===== src/rtl/regfile_write_queue.sv =====
// Register-file write queue: buffers destination-register writes, retires one per
// cycle onto the single write port, and answers pending/forwarding lookups for decode.
module regfile_write_queue #(
    parameter int WordLen   = 32,
    parameter int WordCount = 32,
    parameter int Depth     = 4,
    localparam int RW = $clog2(WordCount),
    localparam int CW = $clog2(Depth + 1)
) (
    input  logic               clk,
    input  logic               rst,
    // Handshake: a request transfers on a rising edge where inValid && inReady.
    // inReady depends on count alone, so a same-cycle retire never frees a slot early.
    input  logic               inValid,
    output logic               inReady,
    input  logic [RW-1:0]      inRegister,
    input  logic [WordLen-1:0] inData,
    input  logic               drainEn,
    output logic               regWrite,
    output logic [RW-1:0]      writeRegister,
    output logic [WordLen-1:0] writeData,
    input  logic [RW-1:0]      queryReg1,
    input  logic [RW-1:0]      queryReg2,
    output logic               pending1,
    output logic               pending2,
    output logic [WordLen-1:0] fwdData1,
    output logic [WordLen-1:0] fwdData2,
    output logic [CW-1:0]      count
);
    localparam int PW = $clog2(Depth);

    logic [RW-1:0]      regArr  [Depth];
    logic [WordLen-1:0] dataArr [Depth];
    logic [PW-1:0]      head;
    logic [PW-1:0]      tail;
    logic               push;
    logic               pop;

    assign inReady = (count < CW'(Depth));
    // Writes to r0 complete the handshake but are never stored.
    assign push = inValid && inReady && (inRegister != '0);
    assign pop  = drainEn && (count != '0);

    always_ff @(posedge clk or posedge rst) begin
        if (rst) begin
            head          <= '0;
            tail          <= '0;
            count         <= '0;
            regWrite      <= 1'b0;
            writeRegister <= '0;
            writeData     <= '0;
        end else begin
            if (push) begin
                tail <= tail + 1'b1;
            end
            if (pop) begin
                head          <= head + 1'b1;
                regWrite      <= 1'b1;
                writeRegister <= regArr[head];
                writeData     <= dataArr[head];
            end else begin
                regWrite <= 1'b0;
            end
            case ({push, pop})
                2'b10:   count <= count + 1'b1;
                2'b01:   count <= count - 1'b1;
                default: count <= count;
            endcase
        end
    end

    // Storage is deliberately left out of reset; count/head/tail decide validity.
    always_ff @(posedge clk) begin
        if (push) begin
            regArr[tail]  <= inRegister;
            dataArr[tail] <= inData;
        end
    end

    // Oldest-to-youngest scan so the last hit wins; output stage is the oldest of all.
    function automatic logic [WordLen:0] lookup(input logic [RW-1:0] q);
        logic               hit;
        logic [WordLen-1:0] val;
        logic [PW-1:0]      idx;
        hit = 1'b0;
        val = '0;
        idx = '0;
        if (q != '0) begin
            if (regWrite && (writeRegister == q)) begin
                hit = 1'b1;
                val = writeData;
            end
            for (int k = 0; k < Depth; k++) begin
                idx = head + PW'(k);
                if ((k < int'(count)) && (regArr[idx] == q)) begin
                    hit = 1'b1;
                    val = dataArr[idx];
                end
            end
        end
        return {hit, val};
    endfunction

    always_comb begin
        {pending1, fwdData1} = lookup(queryReg1);
        {pending2, fwdData2} = lookup(queryReg2);
    end

endmodule

===== config.mk =====
export PLATFORM = sky130hd
export DESIGN_NAME = regfile_write_queue
export DESIGN_NICKNAME = d
export VERILOG_FILES = /design/src/rtl/regfile_write_queue.sv
export SDC_FILE = /design/constraint.sdc
export NUM_CORES = 1
export LEC_CHECK = 0
export ABC_AREA = 1
export ABC_CLOCK_PERIOD_IN_PS = 9200
export CORE_ASPECT_RATIO = 1.5
export CORE_MARGIN = 4
export CORE_UTILIZATION = 25
export CTS_BUF_LIST = sky130_fd_sc_hd__clkbuf_8 sky130_fd_sc_hd__clkbuf_16
export DETAILED_ROUTE_END_ITERATION = 6
export GPL_TIMING_DRIVEN = 0
export PLACE_DENSITY = 0.47
export SKIP_LAST_GASP = 1
export SLEW_MARGIN = 30
export SYNTH_ARGS = -nofsm -noshare
export SYNTH_HDL_FRONTEND = slang
export SYNTH_SLANG_ARGS = --single-unit

===== constraint.sdc =====
create_clock -name clk -period 9.2 [get_ports clk]
set_clock_uncertainty 0.2 [all_clocks]
set_input_delay 0.92 -clock clk [delete_from_list [all_inputs] [get_ports clk]]
set_output_delay 0.92 -clock clk [all_outputs]
set_load 0.01 [all_outputs]

==> results of run 1 <==
-- sequential cells by signal (all words and copies together) (netlist names) --
| signal | flops |
|---|---|
| regWrite | 1 |
| regArr | 20 |
| writeData | 32 |
| dataArr | 128 |
| head | 2 |
| count | 3 |
| writeRegister | 5 |
| tail | 2 |
-- power by group through the flow --
stage	Combinational [mW]	Clock (mW)	Sequential (mW)
floorplan	2.34	0	1.28
global placement	4.26	0	1.30
CTS	4.35	0.778	1.27
global route	4.74	0.806	1.29
finish	4.38	0.759	1.27
detailed placement	4.34	0	1.29
-- tightest hold or removal path, cell delays in order, from the launching register on --
cell and delay, ps:
sky130_fd_sc_hd__dfrtp_1 410, sky130_fd_sc_hd__nand2_1 60, sky130_fd_sc_hd__o21ai_0 60
-- Yosys cell counts --
master                     number
sky130_fd_sc_hd__clkbuf_2       2
sky130_fd_sc_hd__nand2_2        3
sky130_fd_sc_hd__inv_4          1
sky130_fd_sc_hd__edfxtp_1     148
sky130_fd_sc_hd__or2_2          4
sky130_fd_sc_hd__nor3_2         2
sky130_fd_sc_hd__nor2_1       280
sky130_fd_sc_hd__o311ai_2       1
sky130_fd_sc_hd__buf_4         14
sky130_fd_sc_hd__nor2_4         2
sky130_fd_sc_hd__nand3_1      149
sky130_fd_sc_hd__nand2_1      647
sky130_fd_sc_hd__buf_6          6
sky130_fd_sc_hd__xor2_1        13
sky130_fd_sc_hd__nand3_2        7
sky130_fd_sc_hd__clkbuf_1      67
sky130_fd_sc_hd__o22ai_1        5
sky130_fd_sc_hd__ha_1           9
sky130_fd_sc_hd__o21a_1         2
sky130_fd_sc_hd__nand2_4        1
sky130_fd_sc_hd__buf_2         52
sky130_fd_sc_hd__a21oi_1       74
sky130_fd_sc_hd__or3_1          1
sky130_fd_sc_hd__nor3_1         2
sky130_fd_sc_hd__or2_0         25
sky130_fd_sc_hd__xnor2_1        2
sky130_fd_sc_hd__nand4_1       68
sky130_fd_sc_hd__a21boi_0       1
sky130_fd_sc_hd__inv_2          6
sky130_fd_sc_hd__dfrtp_1       45
sky130_fd_sc_hd__or2_1          1
sky130_fd_sc_hd__o21ai_2        4
sky130_fd_sc_hd__nor2_2         4
sky130_fd_sc_hd__buf_1          7
sky130_fd_sc_hd__inv_1        199
sky130_fd_sc_hd__o21ai_1       34
sky130_fd_sc_hd__o21ai_0      285
-- placed cells by master (no fill, tap or decap), types with 7 or more instances in the layout --
cell type,Yosys,layout
sky130_fd_sc_hd__xor2_1,13,13
sky130_fd_sc_hd__clkdlybuf4s50_1,0,156
sky130_fd_sc_hd__o21ai_1,34,34
sky130_fd_sc_hd__ha_1,9,9
sky130_fd_sc_hd__or2_0,25,25
sky130_fd_sc_hd__nor2_1,280,276
sky130_fd_sc_hd__buf_2,52,52
sky130_fd_sc_hd__buf_1,7,7
sky130_fd_sc_hd__nand2_1,647,647
sky130_fd_sc_hd__nand4_1,68,68
sky130_fd_sc_hd__nand3_2,7,7
sky130_fd_sc_hd__a21oi_1,74,74
sky130_fd_sc_hd__buf_16,0,9
sky130_fd_sc_hd__clkbuf_1,67,67
sky130_fd_sc_hd__buf_4,14,14
sky130_fd_sc_hd__edfxtp_1,148,148
sky130_fd_sc_hd__dfrtp_1,45,45
sky130_fd_sc_hd__inv_1,199,199
sky130_fd_sc_hd__o21ai_0,285,285
sky130_fd_sc_hd__clkbuf_16,0,17
sky130_fd_sc_hd__nand3_1,149,149
-- routing by layer --
metal / wire length (um) / share of wire / vias to the layer above
li1: - / - / 7447
met2: 36000 / 0.53 / 466
met1: 26700 / 0.39 / 7089
met3: 2270 / 0.033 / 128
met4: 3160 / 0.046 / 0
met5: 0 / 0 / -
-- kinds of logic after synthesis --
| family | Yosys count | synth area share |
|---|---|---|
| and+or+nand+nor | 1196 | 0.349 |
| AOI/OAI and AO/OA | 406 | 0.144 |
| buffers and inverters | 354 | 0.104 |
| DFF | 193 | 0.387 |
| xor gates and xnor gates | 15 | 0.00912 |
| adders and majority gates | 9 | 0.00782 |
-- how the worst min path moves through the flow --
stage | depth (start not counted) | end | startpoint
global route | 1 | count[0]$_DFFE_PP0P_ | count[0]$_DFFE_PP0P_
finish | 2 | writeRegister[0]$_DFFE_PP0P_ | writeRegister[0]$_DFFE_PP0P_
detailed placement | 2 | writeRegister[3]$_DFFE_PP0P_ | writeRegister[3]$_DFFE_PP0P_
CTS | 2 | writeRegister[3]$_DFFE_PP0P_ | writeRegister[3]$_DFFE_PP0P_
global placement | 2 | count[1]$_DFFE_PP0P_ | count[1]$_DFFE_PP0P_
floorplan | 2 | writeRegister[0]$_DFFE_PP0P_ | writeRegister[0]$_DFFE_PP0P_
-- cell type report --
type	count	area (sq um)
timing repair buffer	165	1810
fill	6196	39100
clock inverter	14	146
tap	763	955
clock buffer	17	425
inverter	206	778
buffer	148	721
sequential	193	5570
multi-input combinational	1626	7380
==> metrics.csv, run 1 <==
stage,metric,value,unit
outcome,status,"finished, final reports clean",
route,Routed WL,68000,um
yosys,cell taking the most area after synthesis,sky130_fd_sc_hd__edfxtp_1,
timing,post-route setup slack,3540,ps
route,First-pass DRT Iterations,5,
clocking,CTS tree,yes,
clocking,Worst-Skew Late Latency,480,ps
power,share of total power in the clock network,0.119,
route,routed length per instance,21.7,um
critical_path,highest fanout seen on the critical path,10,
critical_path,number of cells on the worst reg-to-reg path,12,
yosys,total of warnings raised by yosys,0,
final_layout,final non-filler cell area,0.0178,sq mm
yosys,post-synthesis net count,2233,
timing,"Min Clock Period, post-route",5660,ps
critical_path,Setup crit end kind,output port,
power,peak supply drop,0.149,mV
route,vias per cell,4.83,
final_layout,final layout net count,2417,
final_layout,final cell count without fillers,3132,
timing,Slew Limit Headroom,0.353,
power,net load switching power,3.54,mW
global_routing,met2 usage,0.410,
final_layout,"Core Util, Final",0.313,
timing,final total negative setup slack,0,ps
critical_path,category of cells accounting for the largest share of critical-path delay,buffers and inverters,
clocking,Inserted Clock Buffers,17,
timing,tightest hold margin,366,ps
place,number of input and output port buffers inserted,156,
yosys,Cell variety after synth,37,
final_layout,number of diodes added for antenna fixing,0,
yosys,biggest area contributors in the synthesized netlist,"sky130_fd_sc_hd__edfxtp_1 (31%), sky130_fd_sc_hd__nand2_1 (17%), sky130_fd_sc_hd__o21ai_0 (9.9%)",
global_routing,Global Route met3 Usage,0.0236,
yosys,summed instance area of the synthesized netlist,0.0144,sq mm
critical_path,internal reg-to-reg setup slack,5650,ps
route,violation count after the first detailed-routing iteration,1116,
global_routing,met1 Use GR,0.242,
timing,final-report hold violation count,0,
route,total number of vias,15130,
critical_path,reg2reg end,count[2]$_DFFE_PP0P_,
clocking,clock sink total,193,
global_routing,largest net degree at the start of global routing,39,
place,DP Cell Count,3101,
critical_path,Crit path buffers/inverters,4,
critical_path,category of the worst setup path launch point,input pin,
yosys,flip-flop and latch count after synthesis,193,
floorplan,Die Area,0.0616,sq mm
timing,number of failing setup endpoints in the final timing report,0,
critical_path,delay contributed by the slowest stage of the critical path,720,ps
global_routing,number of global-route vias before repair,15224,
timing,final critical-path share of the clock period,0.615,
floorplan,die width,204,um
floorplan,die extent in y,302,um
yosys,post-synthesis cell count,2173,
power,sw frac,0.553,
clocking,post-cts gate resize count,0,
global_routing,gr ovfl total,0,
hold_path,worst hold path class,reg -> reg,
floorplan,Placeable Area,0.0569,sq mm
yosys,sequential area share after synthesis,0.387,
critical_path,data arrival time of the critical path,4540,ps
critical_path,most prevalent standard cell on the critical path,sky130_fd_sc_hd__nand3_1,
place,worst-case setup slack after placement,3610,ps
final_layout,share of layout cells above drive strength 1,0.0646,
global_routing,global-route wire length before repair,98400,um
clocking,"Setup Fix Bufs, Post-CTS",0,
timing,Max Clk Rate,0.177,GHz
place,final RePlAce weighted congestion,0.955,
power,design internal power,2.86,mW
timing,final-report max-slew violation count,0,
power,overall power after layout,6.41,mW
critical_path,end point of the critical path,fwdData1[29],
power,combinational group share of total power,0.683,
critical_path,path length in cells of the critical path,11,
critical_path,reg2reg start,count[0]$_DFFE_PP0P_,
yosys,area share of the largest cell type after synthesis,0.309,
clocking,clock-pin slew of the registers on the worst-case setup and hold paths,80,ps
critical_path,required arrival time at the worst endpoint,8080,ps
clocking,H-Tree Level Count,4,
power,leakage dissipation,7.65,nW
global_routing,most used routing layer in global routing,met2,
floorplan,# IOs,159,
floorplan,initial cell density of the core,0.253,
critical_path,crit path launch,queryReg1[2],
floorplan,FP Rows,107,
critical_path,"Worst Path Class, Setup",in -> out,
clocking,number of hold buffers added after cts,0,
clocking,buffer depth of the longest clock path,2,
route,antenna-violating nets left,0,
job,max-cap violation count,0,
clocking,Root Buffer Master,sky130_fd_sc_hd__clkbuf_16,
global_routing,antenna violations before repair,0,
route,number of DRC violations after detailed routing,0,
critical_path,highest-delay cell along the critical path,sky130_fd_sc_hd__clkdlybuf4s50_1,
global_routing,total track usage,0.217,
place,DP Wirelength,57700,um
power,Flop pwr share,0.198,
place,placed inst area,0.0172,sq mm
final_layout,layout-stage area growth over the synthesis result,23.5,%
power,Cell Pwr Density,360,mW/mm^2
timing,slew at the pin with the worst max-slew slack,971,ps
yosys,mean post-synth cell area,6.63,sq um
critical_path,CP cell instances,clkdlybuf4s50_1 -> inv_1 -> nand3_1 -> nand2_1 -> nor2_1 -> nand3_2 -> buf_2 -> nand3_1 -> nand3_1 -> a21oi_1 -> clkdlybuf4s50_1,
timing,unrepaired setup endpoints after global routing,false,
No activity file was read; power rests on OpenSTA's default activity.
==> run 2, diff against run 1 <==
- ABC_CLOCK_PERIOD_IN_PS: 9200 -> 5810
- clock period: 9.2 -> 5.81 ns (I/O delays scaled with it)
==> results of run 2 <==
The final DEF is identical to that of run 1. Status: finished, final reports clean.
Among the figures that moved: setup slack after placement 3610 ps -> 900 ps; setup slack after layout 3540 ps -> 601 ps; hold slack 366 ps -> 148 ps; start point of the critical path queryReg1[2] -> head[1]$_DFFE_PP0P_; end point of the critical path fwdData1[29] -> fwdData1[31]; register-to-register setup slack 5650 ps -> 2260 ps; total power 6.41 mW -> 10.1 mW; worst IR drop on VDD 0.149 mV -> 0.236 mV
